`src/rtl/conv_feeder_pkg.sv`:
```
// conv_feeder_pkg: shared types and constants for the conv operand feeder.
//   state_t        - job FSM states
//   IFM_W, WGT_W   - operand word widths
//   ADDR_W, LEN_W  - SRAM address width and word-count width
//   PREFETCH_DEPTH - entries in each stream's prefetch FIFO
package conv_feeder_pkg;

  localparam int IFM_W          = 48;
  localparam int WGT_W          = 24;
  localparam int ADDR_W         = 12;
  localparam int LEN_W          = ADDR_W + 1;
  localparam int PREFETCH_DEPTH = 2;

  typedef enum logic [2:0] {
    IDLE     = 3'd0,
    PRIME    = 3'd1,
    RUN      = 3'd2,
    WAIT_END = 3'd3,
    FIN      = 3'd4
  } state_t;

endpackage

```
`src/rtl/conv_feeder_stream.sv`:
```
// feed_stream: one operand stream. Fetches len words from a 1-cycle-latency
// SRAM starting at base into a 2-entry prefetch FIFO and pops one word per
// read strobe.
//   load           - latch base/len and clear counters/FIFO (job start)
//   active         - fetching permitted
//   mem_en/addr    - SRAM read request; mem_rdata valid the following cycle
//   read           - consumer strobe; pops the head when the FIFO is non-empty
//   head           - FIFO head word, 0 when empty
//   head_valid_nxt - FIFO will be non-empty in the next cycle
//   all_popped     - len words have been popped
//   underrun       - read strobe seen this cycle with an empty FIFO
//
// Handshake: the head is offered whenever the FIFO is non-empty; a read
// strobe in a cycle with a non-empty FIFO consumes exactly that head word.
// A strobe against an empty FIFO consumes nothing and is flagged as underrun.
module feed_stream
  import conv_feeder_pkg::*;
#(
  parameter int DW = 8
) (
  input  logic              clk,
  input  logic              rst_n,
  input  logic              load,
  input  logic              active,
  input  logic [ADDR_W-1:0] base,
  input  logic [LEN_W-1:0]  len,
  output logic              mem_en,
  output logic [ADDR_W-1:0] mem_addr,
  input  logic [DW-1:0]     mem_rdata,
  input  logic              read,
  output logic [DW-1:0]     head,
  output logic              head_valid_nxt,
  output logic              all_popped,
  output logic              underrun
);

  logic [ADDR_W-1:0] base_q;
  logic [LEN_W-1:0]  len_q;
  logic [LEN_W-1:0]  issued;
  logic [LEN_W-1:0]  popped;
  logic              in_flight;
  logic [1:0]        count;
  logic [DW-1:0]     fifo_q [PREFETCH_DEPTH];
  logic              rd_ptr;
  logic              wr_ptr;

  logic              head_valid;
  logic              pop;
  logic [2:0]        occ;
  logic [1:0]        count_nxt;

  assign head_valid = (count != 2'd0);
  assign pop        = read && head_valid;
  assign underrun   = read && !head_valid;

  // Occupancy already credits a pop happening this cycle, so a steady reader
  // keeps one word landing every cycle instead of stalling every other one.
  assign occ       = {1'b0, count} + {2'b0, in_flight} - {2'b0, pop};
  assign count_nxt = count + {1'b0, in_flight} - {1'b0, pop};

  assign mem_en   = active && (issued < len_q) && (occ < 3'(PREFETCH_DEPTH));
  assign mem_addr = mem_en ? (base_q + issued[ADDR_W-1:0]) : '0;

  assign head           = head_valid ? fifo_q[rd_ptr] : '0;
  assign head_valid_nxt = (count_nxt != 2'd0);
  assign all_popped     = (popped == len_q);

  always_ff @(posedge clk or negedge rst_n) begin
    if (!rst_n) begin
      base_q    <= '0;
      len_q     <= '0;
      issued    <= '0;
      popped    <= '0;
      in_flight <= 1'b0;
      count     <= 2'd0;
      rd_ptr    <= 1'b0;
      wr_ptr    <= 1'b0;
      for (int i = 0; i < PREFETCH_DEPTH; i++) fifo_q[i] <= '0;
    end else if (load) begin
      base_q    <= base;
      len_q     <= len;
      issued    <= '0;
      popped    <= '0;
      in_flight <= 1'b0;
      count     <= 2'd0;
      rd_ptr    <= 1'b0;
      wr_ptr    <= 1'b0;
    end else begin
      in_flight <= mem_en;
      count     <= count_nxt;
      if (mem_en) issued <= issued + 1'b1;
      // Data requested last cycle arrives now.
      if (in_flight) begin
        fifo_q[wr_ptr] <= mem_rdata;
        wr_ptr         <= ~wr_ptr;
      end
      if (pop) begin
        rd_ptr <= ~rd_ptr;
        popped <= popped + 1'b1;
      end
    end
  end

endmodule

```
`src/rtl/conv_feeder.sv`:
```
// conv_feeder: feeds the conv accelerator its ifm (48-bit) and weight
// (24-bit) operand streams from two single-port SRAMs, issues start_conv
// once both streams are primed and reports job completion.
//   start, *_base, *_len     - job request (ignored while busy)
//   ifm_mem_*, wgt_mem_*     - SRAM read ports (1-cycle read latency)
//   ifm/ifm_read, weight/wgt_read - operand heads and consume strobes
//   start_conv / end_conv    - accelerator start pulse / completion pulse
//   busy, done, err_underrun - job status; err_underrun is sticky to next start
//   dbg_state                - current FSM state
module conv_feeder
  import conv_feeder_pkg::*;
(
  input  logic              clk,
  input  logic              rst_n,
  input  logic              start,
  input  logic [ADDR_W-1:0] ifm_base,
  input  logic [LEN_W-1:0]  ifm_len,
  input  logic [ADDR_W-1:0] wgt_base,
  input  logic [LEN_W-1:0]  wgt_len,
  output logic              ifm_mem_en,
  output logic [ADDR_W-1:0] ifm_mem_addr,
  input  logic [IFM_W-1:0]  ifm_mem_rdata,
  output logic              wgt_mem_en,
  output logic [ADDR_W-1:0] wgt_mem_addr,
  input  logic [WGT_W-1:0]  wgt_mem_rdata,
  output logic [IFM_W-1:0]  ifm,
  input  logic              ifm_read,
  output logic [WGT_W-1:0]  weight,
  input  logic              wgt_read,
  output logic              start_conv,
  input  logic              end_conv,
  output logic              busy,
  output logic              done,
  output logic              err_underrun,
  output logic [2:0]        dbg_state
);

  state_t state;
  logic   end_seen;
  logic   load;
  logic   active;
  logic   ifm_nv, wgt_nv;
  logic   ifm_all, wgt_all;
  logic   ifm_under, wgt_under;

  assign load      = (state == IDLE) && start;
  assign active    = (state == PRIME) || (state == RUN) || (state == WAIT_END);
  assign dbg_state = state;

  feed_stream #(.DW(IFM_W)) u_ifm (
    .clk(clk), .rst_n(rst_n), .load(load), .active(active),
    .base(ifm_base), .len(ifm_len),
    .mem_en(ifm_mem_en), .mem_addr(ifm_mem_addr), .mem_rdata(ifm_mem_rdata),
    .read(ifm_read), .head(ifm), .head_valid_nxt(ifm_nv),
    .all_popped(ifm_all), .underrun(ifm_under)
  );

  feed_stream #(.DW(WGT_W)) u_wgt (
    .clk(clk), .rst_n(rst_n), .load(load), .active(active),
    .base(wgt_base), .len(wgt_len),
    .mem_en(wgt_mem_en), .mem_addr(wgt_mem_addr), .mem_rdata(wgt_mem_rdata),
    .read(wgt_read), .head(weight), .head_valid_nxt(wgt_nv),
    .all_popped(wgt_all), .underrun(wgt_under)
  );

  always_ff @(posedge clk or negedge rst_n) begin
    if (!rst_n) begin
      state        <= IDLE;
      end_seen     <= 1'b0;
      start_conv   <= 1'b0;
      busy         <= 1'b0;
      done         <= 1'b0;
      err_underrun <= 1'b0;
    end else begin
      start_conv <= 1'b0;
      done       <= 1'b0;
      if (ifm_under || wgt_under) err_underrun <= 1'b1;
      case (state)
        IDLE: begin
          // end_conv while idle belongs to no job and is dropped.
          end_seen <= 1'b0;
          if (start) begin
            err_underrun <= 1'b0;
            if ((ifm_len == '0) || (wgt_len == '0)) begin
              state <= FIN;
            end else begin
              state <= PRIME;
              busy  <= 1'b1;
            end
          end
        end
        PRIME: begin
          if (end_conv) end_seen <= 1'b1;
          // Registered start_conv lines up with the first cycle both heads
          // are visible to the accelerator.
          if (ifm_nv && wgt_nv) begin
            start_conv <= 1'b1;
            state      <= RUN;
          end
        end
        RUN: begin
          if (end_conv) end_seen <= 1'b1;
          if (ifm_all && wgt_all) state <= WAIT_END;
        end
        WAIT_END: begin
          if (end_conv || end_seen) begin
            state <= FIN;
            busy  <= 1'b0;
          end
        end
        FIN: begin
          done  <= 1'b1;
          state <= IDLE;
        end
        default: state <= IDLE;
      endcase
    end
  end

endmodule

```
`config.mk`:
```
export PLATFORM = sky130hd
export DESIGN_NAME = conv_feeder
export DESIGN_NICKNAME = d
export VERILOG_FILES = /design/src/rtl/conv_feeder_pkg.sv /design/src/rtl/conv_feeder_stream.sv /design/src/rtl/conv_feeder.sv
export SDC_FILE = /design/constraint.sdc
export NUM_CORES = 1
export LEC_CHECK = 0
export CORE_MARGIN = 10
export CORE_UTILIZATION = 50
export CTS_CLUSTER_SIZE = 16
export DETAILED_ROUTE_END_ITERATION = 6
export PLACE_DENSITY = 0.76
export SKIP_CTS_REPAIR_TIMING = 1
export SYNTH_ARGS = -nofsm -noshare
export SYNTH_HDL_FRONTEND = slang
export SYNTH_SLANG_ARGS = --single-unit
```
`constraint.sdc`:
```
create_clock -name clk -period 12.3 [get_ports clk]
set_input_delay 3.075 -clock clk [delete_from_list [all_inputs] [get_ports clk]]
set_output_delay 3.075 -clock clk [all_outputs]
set_load 0.02 [all_outputs]
```
==> flow_summary_export.csv <==
group,metric,value,unit
synthesis,netlist-cell-type-count,61,
power_and_ir_drop,power-per-cell-area,268,nW/um2
worst_setup_path,critPathMostFrequentCell,"inv_1",
route,vias_per_cell,5.47,
global_routing,antenna_found_initial,1,
worst_setup_path,crit_path_cell_trace,"clkdlybuf4s50_1, o21ai_1, inv_1, ha_1, inv_1, ha_1, inv_1, fa_1, nand2b_1, a2111oi_4, o2111ai_1, a21o_1, inv_2, and2_1, clkdlybuf4s50_1",
route,wirelength,34400,um
timing,final_period_minus_worst_setup_slack,10280,ps
floorplanning,top_level_ports,233,
worst_setup_path,worstPathRequired,9220,ps
placed_design,gp_congestion,0.866,
timing,tightestPinTransition,987,ps
synthesis,top_cell_type_s_share_of_synthesized_area,0.483,
hold_path,hold_class,"reg2reg",
floorplanning,placementRows,60,
worst_setup_path,critical_path.n_buffers_inverters,6,
hold_path,hold_path.startpoint,"u_ifm.base_q[5]",
timing,worst_case_clock_skew,17.7,ps
worst_setup_path,worst_setup_path_start_kind,"input pin",
clock_tree,tritoncts_clock_tree,"built",
worst_setup_path,cp_max_fo,30,
worst_setup_path,worstReg2RegEnd,"u_ifm.issued[9]",
floorplanning,die_x,185,um
synthesis,number_of_enable_type_register_cells_in_the_synthesized_netlist,0,
worst_setup_path,worst_r2r_path_depth,14,
floorplanning,placeableCoreArea,27000,um2
worst_setup_path,critical_path.endpoint_type,"primary output",
global_routing,number_of_global_route_vias_before_repair,10640,
placed_design,dp_hpwl,24100,um
synthesis,yosys_most_used_dff,"dfrtp_1",
finish,layout-area-overhead-vs-synth,26.2,%
finish,post_route_non_filler_standard_cell_count,1866,
worst_setup_path,critical_path_class,"in2out",
clock_tree,clk-insertion-delay-late,540,ps
global_routing,track_usage,0.197,
synthesis,synthesis.area,13700,um2
floorplanning,chipHeight,185,um
worst_setup_path,crit_family,"buffers and inverters",
floorplanning,die_area,34400,um2
synthesis,synthMostInstantiatedCell,"dfrtp_1",
route,detail_route.first_pass.iterations,5,
power_and_ir_drop,static_leak,7.85,nW
timing,hold_viol,0,
timing,fin_tns_setup,0,ps
run_status,status,"complete, no violations",
finish,post_route_cells_drive_above_1_share,0.148,
clock_tree,ctsLongestPathBuffers,3,
placed_design,number_of_port_buffers,232,
worst_setup_path,ff2ff_setup_slack,8110,ps
hold_path,min_to,"u_ifm.base_q[5]",
clock_tree,cts_root_buffer,"clkbuf_16",
finish,antenna_cells,0,
synthesis,synth-seq-area-share,0.483,
synthesis,avgSynthCellArea,10.6,um2
global_routing,grt_remaining_overflow,0,
route,vias,10210,
synthesis,post_synth_main_area_contributors,"dfrtp_1 (48%), mux2_2 (12%), mux2i_1 (5.5%), ha_1 (4.9%), nand2_1 (4.0%)",
route,post_route_drc_violation_count,0,
synthesis,number_of_instances_in_the_synthesized_netlist,1286,
clock_tree,tritoncts.num_buffers,28,
worst_setup_path,reg2reg_from,"u_ifm.count[1]",
worst_setup_path,timing.critical_path.slowest_cell_delay,610,ps
clock_tree,clkSinkCount,264,
timing,worst_slew_margin_rel,0.342,
synthesis,synthArstFlopShare,1.00,
clock_tree,clock_tree.htree_level_count,1,
timing,final_max_slew_viol_count,0,
hold_path,timing.hold.worst_path_depth,2,
power_and_ir_drop,vdd.ir_drop.worst,0.178,mV
floorplanning,initial_core_util,0.508,
synthesis,synth_common_cells,"dfrtp_1 (264), nand2_1 (147), mux2_2 (142), nor2_1 (142), mux2i_1 (75)",
global_routing,grt_max_degree,153,
synthesis,yosys_warnings,0,
synthesis,synth.largest_area_cell,"dfrtp_1",
worst_setup_path,worstPathArrival,7200,ps
placed_design,placed_insts,1815,
route,drt-initial-drc-count,797,
worst_setup_path,cp_slowest_cell,"clkdlybuf4s50_1",
route,post_route_antenna_net_violation_count,0,
clock_tree,clkSlewWorstSetupHoldPaths,60,ps
synthesis,postSynthRegisterBits,264,
timing,finalSetupViolCount,0,
global_routing,grt_first_pass_wirelength,55200,um
finish,fillerInstances,2148,
finish,fin_util,0.641,
finish,nNetsFinal,1690,
synthesis,synthesis.nets,1472,
timing,rsz0062_at_grt,"no",
flow_run,maxCapViolations,0,
route,route.detailed.wl_per_inst,18.4,um
timing,fmax,97.3,MHz
timing,fin_crit_sh,0.835,
## metal layers
| metal | GRT usage | part of all wire | up-vias |
|---|---|---|---|
| met5 | 0 | 0.00035 | - |
| met4 | 0.0387 | 0.017 | 2 |
| met3 | 0.0443 | 0.070 | 46 |
| met2 | 0.327 | 0.47 | 259 |
| met1 | 0.258 | 0.45 | 5003 |
| li1 | - | - | 4900 |
## per-stage QoR
stage | worst slack [ps] | cell area (um2) | hold WS, ps | power (mW)
final | 2020 | 17300 | 483 | 4.62
after global placement | 2160 | 16300 | 466 | 3.71
after CTS | 2040 | 17300 | 484 | 4.67
after detailed placement | 2070 | 16300 | 470 | 3.78
after global routing | 1700 | 17300 | 497 | 4.94
after floorplan | 3420 | 13700 | 450 | 2.91
## registers in the layout, indices dropped and copies added, names as in the netlist, 2 cells and up
signal,cells
dbg_state,3
u_ifm.count,2
u_ifm.fifo_q,96
u_wgt.base_q,12
u_ifm.base_q,12
u_wgt.count,2
u_wgt.issued,13
u_ifm.len_q,13
u_wgt.popped,13
u_ifm.issued,13
u_ifm.popped,13
u_wgt.len_q,13
u_wgt.fifo_q,48
## worst reg2reg max path: cells and delay by family, from the launching register on
kind	cells	cell delay [ps]
compound gates	5	1800
fa+ha+maj	3	960
buf+inv	4	600
flops	1	480
simple gates	2	240
## placed cells by master (no fill, tap or decap), drive strengths merged, types with 5 or more instances in the layout
cell type      Yosys  final
inv               48     48
or3                6      6
ha                54     54
a21o              13     13
and3              16     16
o21a               5      5
mux2             144    144
clkbuf            21     43
buf               35     13
nand2            147    147
nor3b              7      7
and2               8      8
nor4              10     10
dfrtp            264    264
nor2             145    145
xor2              41     41
mux2i             75     75
a211oi             6      6
nand3             28     28
clkdlybuf4s50      0    231
xnor2             34     34
o21ai             52     52
a31oi              5      5
a21oi             32     32
nor3              23     23
nand4             15     15
a211o             11     11
## power breakdown
part | switching [mW] | internal [mW]
clock | 0.339 | 0.529
combinational | 1.21 | 1.06
sequential | 0.250 | 1.24
total | 1.80 | 2.82
## worst max path at each step
stage                        to  slack, ps     start  depth (start not counted)
2_1_floorplan  ifm_mem_addr[10]       3420  ifm_read                         14
3_3_place_gp    ifm_mem_addr[0]       2160  ifm_read                         15
5_1_grt         ifm_mem_addr[1]       1700  ifm_read                         15
6_report        ifm_mem_addr[1]       2020  ifm_read                         15
4_1_cts         ifm_mem_addr[1]       2040  ifm_read                         15
3_5_place_dp    ifm_mem_addr[1]       2070  ifm_read                         15
## logic make-up after synthesis
group                      synth area share
AOI/OAI and AO/OA                    0.0728
adders and majority gates            0.0552
xor gates and xnor gates             0.0480
muxes                                 0.173
DFF                                   0.483
and+or+nand+nor                       0.136
buffers and inverters                0.0323
## area by class of cell
cell class              count  area, um2  area share
well taps                 341        427      0.0247
inverters                  48        180      0.0104
repair buffers            244       2430       0.141
multi-input cells         918       6670       0.386
flip-flops and latches    264       6610       0.383
clock buffers              43        838      0.0485
clock inverters             8        118     0.00681
Note: power is estimated with default switching activity, not from simulation.
